**src/rtl/dds_sweep_ctrl_if.sv**
```systemverilog
// Key-pulse inputs and DDS configuration outputs of the sweep controller.
// The master side is the key_filter bank plus the DDS datapath reading the config.
interface dds_sweep_ctrl_if #(
    parameter int unsigned FW_W = 32
);
    logic            key_wave;
    logic            key_mode;
    logic            key_run;
    logic [1:0]      wave_c;
    logic [1:0]      mode;
    logic [FW_W-1:0] freq_word;
    logic            phase_clr;
    logic            busy;
    logic            done;

    modport master (
        output key_wave, key_mode, key_run,
        input  wave_c, mode, freq_word, phase_clr, busy, done
    );

    modport slave (
        input  key_wave, key_mode, key_run,
        output wave_c, mode, freq_word, phase_clr, busy, done
    );
endinterface

```
**src/rtl/dds_sweep_ctrl.sv**
```systemverilog
// DDS control block: fixed-frequency or stepped sweep (single-shot / looping)
// from F_START to F_STOP, each word held DWELL+1 cycles.
module dds_sweep_ctrl #(
    parameter int unsigned     FW_W    = 32,
    parameter int unsigned     DWELL_W = 24,
    parameter logic [FW_W-1:0] F_START = FW_W'(1000),
    parameter logic [FW_W-1:0] F_STOP  = FW_W'(8000),
    parameter logic [FW_W-1:0] F_STEP  = FW_W'(1000),
    parameter int unsigned     DWELL   = 50000
) (
    input logic             clk,
    input logic             rst,
    dds_sweep_ctrl_if.slave bus
);

    if (F_START > F_STOP || F_STEP == '0 || DWELL == 0 ||
        64'(DWELL) >= (64'd1 << DWELL_W)) begin : g_bad_params
        $error("dds_sweep_ctrl: illegal F_START/F_STOP/F_STEP/DWELL");
    end

    localparam logic [DWELL_W-1:0] DWELL_RELOAD = DWELL_W'(DWELL - 1);

    typedef enum logic [1:0] {
        S_IDLE,
        S_DWELL,
        S_STEP,
        S_DONE
    } state_t;

    state_t               state;
    logic [DWELL_W-1:0]   dwell_cnt;
    logic [1:0]           wave_c;
    logic [1:0]           mode;
    logic [FW_W-1:0]      freq_word;
    logic                 phase_clr;
    logic                 busy;
    logic                 done;

    // One extra bit so a step past the top of the word range can never wrap small.
    logic [FW_W:0]        nxt;
    assign nxt = {1'b0, freq_word} + {1'b0, F_STEP};

    always_ff @(posedge clk or posedge rst) begin
        if (rst) begin
            state     <= S_IDLE;
            dwell_cnt <= '0;
            wave_c    <= 2'd0;
            mode      <= 2'd0;
            freq_word <= F_START;
            phase_clr <= 1'b0;
            busy      <= 1'b0;
            done      <= 1'b0;
        end else begin
            phase_clr <= 1'b0;
            done      <= 1'b0;

            if (bus.key_wave) begin
                wave_c <= wave_c + 2'd1;
            end

            case (state)
                S_IDLE: begin
                    if (bus.key_run) begin
                        phase_clr <= 1'b1;
                        freq_word <= F_START;
                        if (mode != 2'd0) begin
                            dwell_cnt <= DWELL_RELOAD;
                            busy      <= 1'b1;
                            state     <= S_DWELL;
                        end
                    end else if (bus.key_mode) begin
                        mode <= (mode == 2'd2) ? 2'd0 : mode + 2'd1;
                    end
                end

                S_DWELL: begin
                    if (bus.key_run) begin
                        busy  <= 1'b0;
                        state <= S_IDLE;
                    end else if (dwell_cnt == '0) begin
                        state <= S_STEP;
                    end else begin
                        dwell_cnt <= dwell_cnt - 1'b1;
                    end
                end

                S_STEP: begin
                    if (bus.key_run) begin
                        busy  <= 1'b0;
                        state <= S_IDLE;
                    end else if (nxt <= {1'b0, F_STOP}) begin
                        freq_word <= nxt[FW_W-1:0];
                        dwell_cnt <= DWELL_RELOAD;
                        state     <= S_DWELL;
                    end else if (mode == 2'd2) begin
                        freq_word <= F_START;
                        phase_clr <= 1'b1;
                        dwell_cnt <= DWELL_RELOAD;
                        state     <= S_DWELL;
                    end else begin
                        done  <= 1'b1;
                        busy  <= 1'b0;
                        state <= S_DONE;
                    end
                end

                S_DONE: begin
                    state <= S_IDLE;
                end

                default: begin
                    state <= S_IDLE;
                end
            endcase
        end
    end

    assign bus.wave_c    = wave_c;
    assign bus.mode      = mode;
    assign bus.freq_word = freq_word;
    assign bus.phase_clr = phase_clr;
    assign bus.busy      = busy;
    assign bus.done      = done;

endmodule

```
**src/flat_wrapper.sv**
```systemverilog
// flat-port wrapper written by rule: the top's interface ports become plain ports
module dds_sweep_ctrl_flat 
#(
    parameter int unsigned     FW_W    = 32,
    parameter int unsigned     DWELL_W = 24,
    parameter logic [FW_W-1:0] F_START = FW_W'(1000),
    parameter logic [FW_W-1:0] F_STOP  = FW_W'(8000),
    parameter logic [FW_W-1:0] F_STEP  = FW_W'(1000),
    parameter int unsigned     DWELL   = 50000
)
  (clk, rst, bus_key_wave, bus_key_mode, bus_key_run, bus_wave_c, bus_mode, bus_freq_word, bus_phase_clr, bus_busy, bus_done);
  dds_sweep_ctrl_if #(.FW_W(FW_W)) bus_i ();
  input logic clk;
  input logic rst;
  input wire logic [$bits(bus_i.key_wave)-1:0] bus_key_wave;
  input wire logic [$bits(bus_i.key_mode)-1:0] bus_key_mode;
  input wire logic [$bits(bus_i.key_run)-1:0] bus_key_run;
  output wire logic [$bits(bus_i.wave_c)-1:0] bus_wave_c;
  output wire logic [$bits(bus_i.mode)-1:0] bus_mode;
  output wire logic [$bits(bus_i.freq_word)-1:0] bus_freq_word;
  output wire logic [$bits(bus_i.phase_clr)-1:0] bus_phase_clr;
  output wire logic [$bits(bus_i.busy)-1:0] bus_busy;
  output wire logic [$bits(bus_i.done)-1:0] bus_done;
  assign bus_i.key_wave = bus_key_wave;
  assign bus_i.key_mode = bus_key_mode;
  assign bus_i.key_run = bus_key_run;
  assign bus_wave_c = bus_i.wave_c;
  assign bus_mode = bus_i.mode;
  assign bus_freq_word = bus_i.freq_word;
  assign bus_phase_clr = bus_i.phase_clr;
  assign bus_busy = bus_i.busy;
  assign bus_done = bus_i.done;
  dds_sweep_ctrl #(.FW_W(FW_W), .DWELL_W(DWELL_W), .F_START(F_START), .F_STOP(F_STOP), .F_STEP(F_STEP), .DWELL(DWELL)) u_core (.clk(clk), .rst(rst), .bus(bus_i));
endmodule
```
**config.mk**
```make
export PLATFORM = sky130hd
export DESIGN_NAME = dds_sweep_ctrl_flat
export DESIGN_NICKNAME = d
export VERILOG_FILES = /design/src/rtl/dds_sweep_ctrl_if.sv /design/src/rtl/dds_sweep_ctrl.sv /design/src/flat_wrapper.sv
export SDC_FILE = /design/constraint.sdc
export NUM_CORES = 1
export LEC_CHECK = 0
export BUFFER_PORTS_ARGS = -buffer_cell sky130_fd_sc_hd__buf_4
export CAP_MARGIN = 20
export CELL_PAD_IN_SITES_DETAIL_PLACEMENT = 1
export CELL_PAD_IN_SITES_GLOBAL_PLACEMENT = 1
export CORE_ASPECT_RATIO = 0.7
export CORE_MARGIN = 2
export CORE_UTILIZATION = 48
export CTS_CLUSTER_SIZE = 24
export DETAILED_ROUTE_END_ITERATION = 6
export GPL_ROUTABILITY_DRIVEN = 0
export HOLD_SLACK_MARGIN = 0.03
export PLACE_DENSITY_LB_ADDON = 0.1
export SETUP_SLACK_MARGIN = 0.3
export SKIP_CTS_REPAIR_TIMING = 1
export SYNTH_ARGS = -nofsm -noshare
export SYNTH_HDL_FRONTEND = slang
export SYNTH_SLANG_ARGS = --single-unit
```
**constraint.sdc**
```tcl
create_clock -name clk -period 6.4 [get_ports clk]
set_input_delay 1.28 -clock clk [delete_from_list [all_inputs] [get_ports clk]]
set_output_delay 1.28 -clock clk [all_outputs]
set_load 0.03 [all_outputs]
```
==> run summary <==
Status - finished, final reports clean
Synth top area share - 37.6%
DP HPWL - 7.05 mm
Yosys top cell by area - dfrtp_1
CTS tree - yes
Startpoint types - register
Synth Register Bits - 62
Die Area - 8500 um^2
Hold Fails Final Rpt - 0
Clk root buf - clkbuf_8
Cells after Synth - 424
Top-count cell post-synth - dfrtp_1
Via count - 3494
Fin. max-slew vios - 0
Fin nets - 473
Top FF cell, synth - dfrtp_1
Slowest-stage cell, CP - dfrtp_1
FP Rows - 26
Post-Layout Cell Count - 565
Met1 Use GR - 41.0%
Synth cell types - 69
Max-cap viol count - 0
Vias in the first global route - 3531
WP depth - 10
Area of the multi-input gates - 2020 um^2
Worst endpoint required time - 6.63 ns
WS Path Type - register to register
Max Fclk - 257 MHz
Critical Path Source - u_core.bus.freq_word[4]
Die W - 109 um
CTS H-tree lvls - 3
YS warnings - 0
Core box area - 7420 um^2
Critical path's top delay family - simple AND/OR/NAND/NOR gates
Hold/Removal Path Class - register to register
Min Tclk post-route - 3.89 ns
Register area share after synthesis - 41.8%
Synth cell count leaders - dfrtp_1, nand2_1, o21ai_0
# setup viols final - 0
FF-to-FF End - u_core.dwell_cnt[21]
Placed Cells - 548
Area contributors post-synth - dfrtp_1, o21ai_0, nand2_1
Largest net degree at the start of global routing - 63
Filler Cells Inserted - 881
WL/cell - 19.3 um
Setup tns final - 0 ns
Worst path max stage delay - 0.47 ns
CP Buf/Inv Count - 0
Starting DRT DRC Count - 196
First-pass DRT Iterations - 4
IO Pins - 44
Clk buf depth - 2
First-pass GRT wire length - 18.2 mm
Worst setup EP type - register
PortBufs - 40
Remaining global-route overflow - 0
Antenna violations before repair - 0
DRC viols - 0
Worst Tran Pin Value - 0.960 ns
Die Y - 77.7 um
Skew-Pair Late Insertion Delay - 0.36 ns
Area taken by flip-flops and latches - 1560 um^2
Starting Density - 50.3%
Vias per cell - 6.18
Worst Skew - 0.0138 ns
GRT busiest layer - met1
Reg clk slew, reported paths - 0.08 ns
Worst relative slew slack - 36.0%
PwrDens - 340 nW/um^2
TritonCTS Buffers - 9
Share of post-route cells with drive strength above 1 - 19.1%
Post-synth ARST share - 100%
Post-synth EDFFs - 0
Crit-path cells - ha_1 > nor3_2 > nand2_1 > and3_1 > nor4b_1 > nor3_1 > a211oi_2 > a21o_1 > nand3_4 > o41ai_1
Reg2reg path depth - 10
Pwr Total - 1.47 mW
Final Util - 58.5%
Pleak - 1.89 nW
Crit Path Max Fanout - 15
ANT nets after route - 0
CP arrival - 4.12 ns
Worst R2R Setup Slack - 2.51 ns
Crit share post-route - 60.8%
Clk sinks - 62
GR Layer Usage met2 - 40.6%
Layout area overhead - 16.3%
Cell area after synthesis - 3730 um^2
RSZ-0062 raised after global routing - false
GRT Util Overall - 27.5%
Worst r2r src - u_core.bus.freq_word[4]
Final WL - 10.9 mm
Worst setup endpoint - u_core.dwell_cnt[21]
Antenna cells - 0
Synthesized area per cell - 8.79 um^2
Met3 global-route usage - 4.79%
Peak VDD IR - 0.000262 V
metrics by stage:
stage | area (um^2) | setup WS, ns | hold WS (ns)
after floorplan | 3730 | 3.24 | 0.445
after global placement | 4080 | 2.71 | 0.464
after global routing | 4340 | 2.18 | 0.523
final | 4340 | 2.51 | 0.493
after CTS | 4330 | 2.43 | 0.501
after detailed placement | 4080 | 2.50 | 0.491
metal layers:
| metal | vias up | wire [um] |
|---|---|---|
| li1 | 1617 | - |
| met1 | 1792 | 5420 |
| met2 | 74 | 4910 |
| met3 | 11 | 456 |
| met4 | 0 | 99 |
| met5 | - | 0 |
state kept, by name, indices dropped and copies added (netlist names):
register              count
u_core.bus.busy           1
u_core.bus.done           1
u_core.bus.mode           2
u_core.bus.phase_clr      1
u_core.state              2
u_core.bus.wave_c         2
u_core.dwell_cnt         24
u_core.bus.freq_word     29
worst min path at each step:
stage                    startpoint                    to  slack (ns)  depth (start not counted)
3_3_place_gp   u_core.dwell_cnt[23]  u_core.dwell_cnt[23]        0.46                          1
6_report       u_core.bus.wave_c[1]  u_core.bus.wave_c[1]        0.49                          1
5_1_grt        u_core.dwell_cnt[23]  u_core.dwell_cnt[23]        0.52                          1
3_5_place_dp   u_core.bus.wave_c[0]  u_core.bus.wave_c[0]        0.49                          1
4_1_cts        u_core.bus.wave_c[0]  u_core.bus.wave_c[0]        0.50                          1
2_1_floorplan  u_core.dwell_cnt[23]  u_core.dwell_cnt[23]        0.44                          1
worst reg2reg max path: stages (launching register included):
cell,delay (ns)
dfrtp_1,0.47
ha_1,0.29
nor3_2,0.42
nand2_1,0.32
and3_1,0.31
nor4b_1,0.31
nor3_1,0.09
a211oi_2,0.40
a21o_1,0.44
nand3_4,0.27
o41ai_1,0.44
where the power goes:
group | total [mW] | switching (mW) | internal [mW]
registers | 0.486 | 0.0516 | 0.435
clock network | 0.450 | 0.169 | 0.281
logic | 0.537 | 0.360 | 0.177
layout make-up:
class                           instances  share of cell area [%]
Multi-Input combinational cell        330                    46.6
Clock buffer                           13                    3.67
Sequential cell                        62                    36.0
Tap cell                               98                    2.83
Timing Repair Buffer                   44                    7.62
Inverter                               15                    1.30
Clock inverter                          3                    2.08
cells in the final DEF, fill, tap and decap left out, types with 11 or more instances in the layout:
master	count
and2_1	20
a31oi_1	12
inv_1	14
nand2_1	48
nand3_1	17
buf_4	44
nor3_1	15
clkbuf_8	11
a21oi_1	17
dfrtp_1	56
o21ai_0	44
nor2_1	31
logic make-up (layout without fill, tap and decap cells):
family                     Yosys count  count (layout)  synth area share [%]
AOI/OAI and AO/OA                  122             122                  21.7
and+or+nand+nor                    190             190                  27.7
adders and majority gates            6               6                  2.01
muxes                                4               4                  1.14
xor gates and xnor gates             5               5                  1.18
other                                1               3                 0.101
buffers and inverters               34              75                  4.40
DFF                                 62              62                  41.8
(Power assumes the default switching activity.)
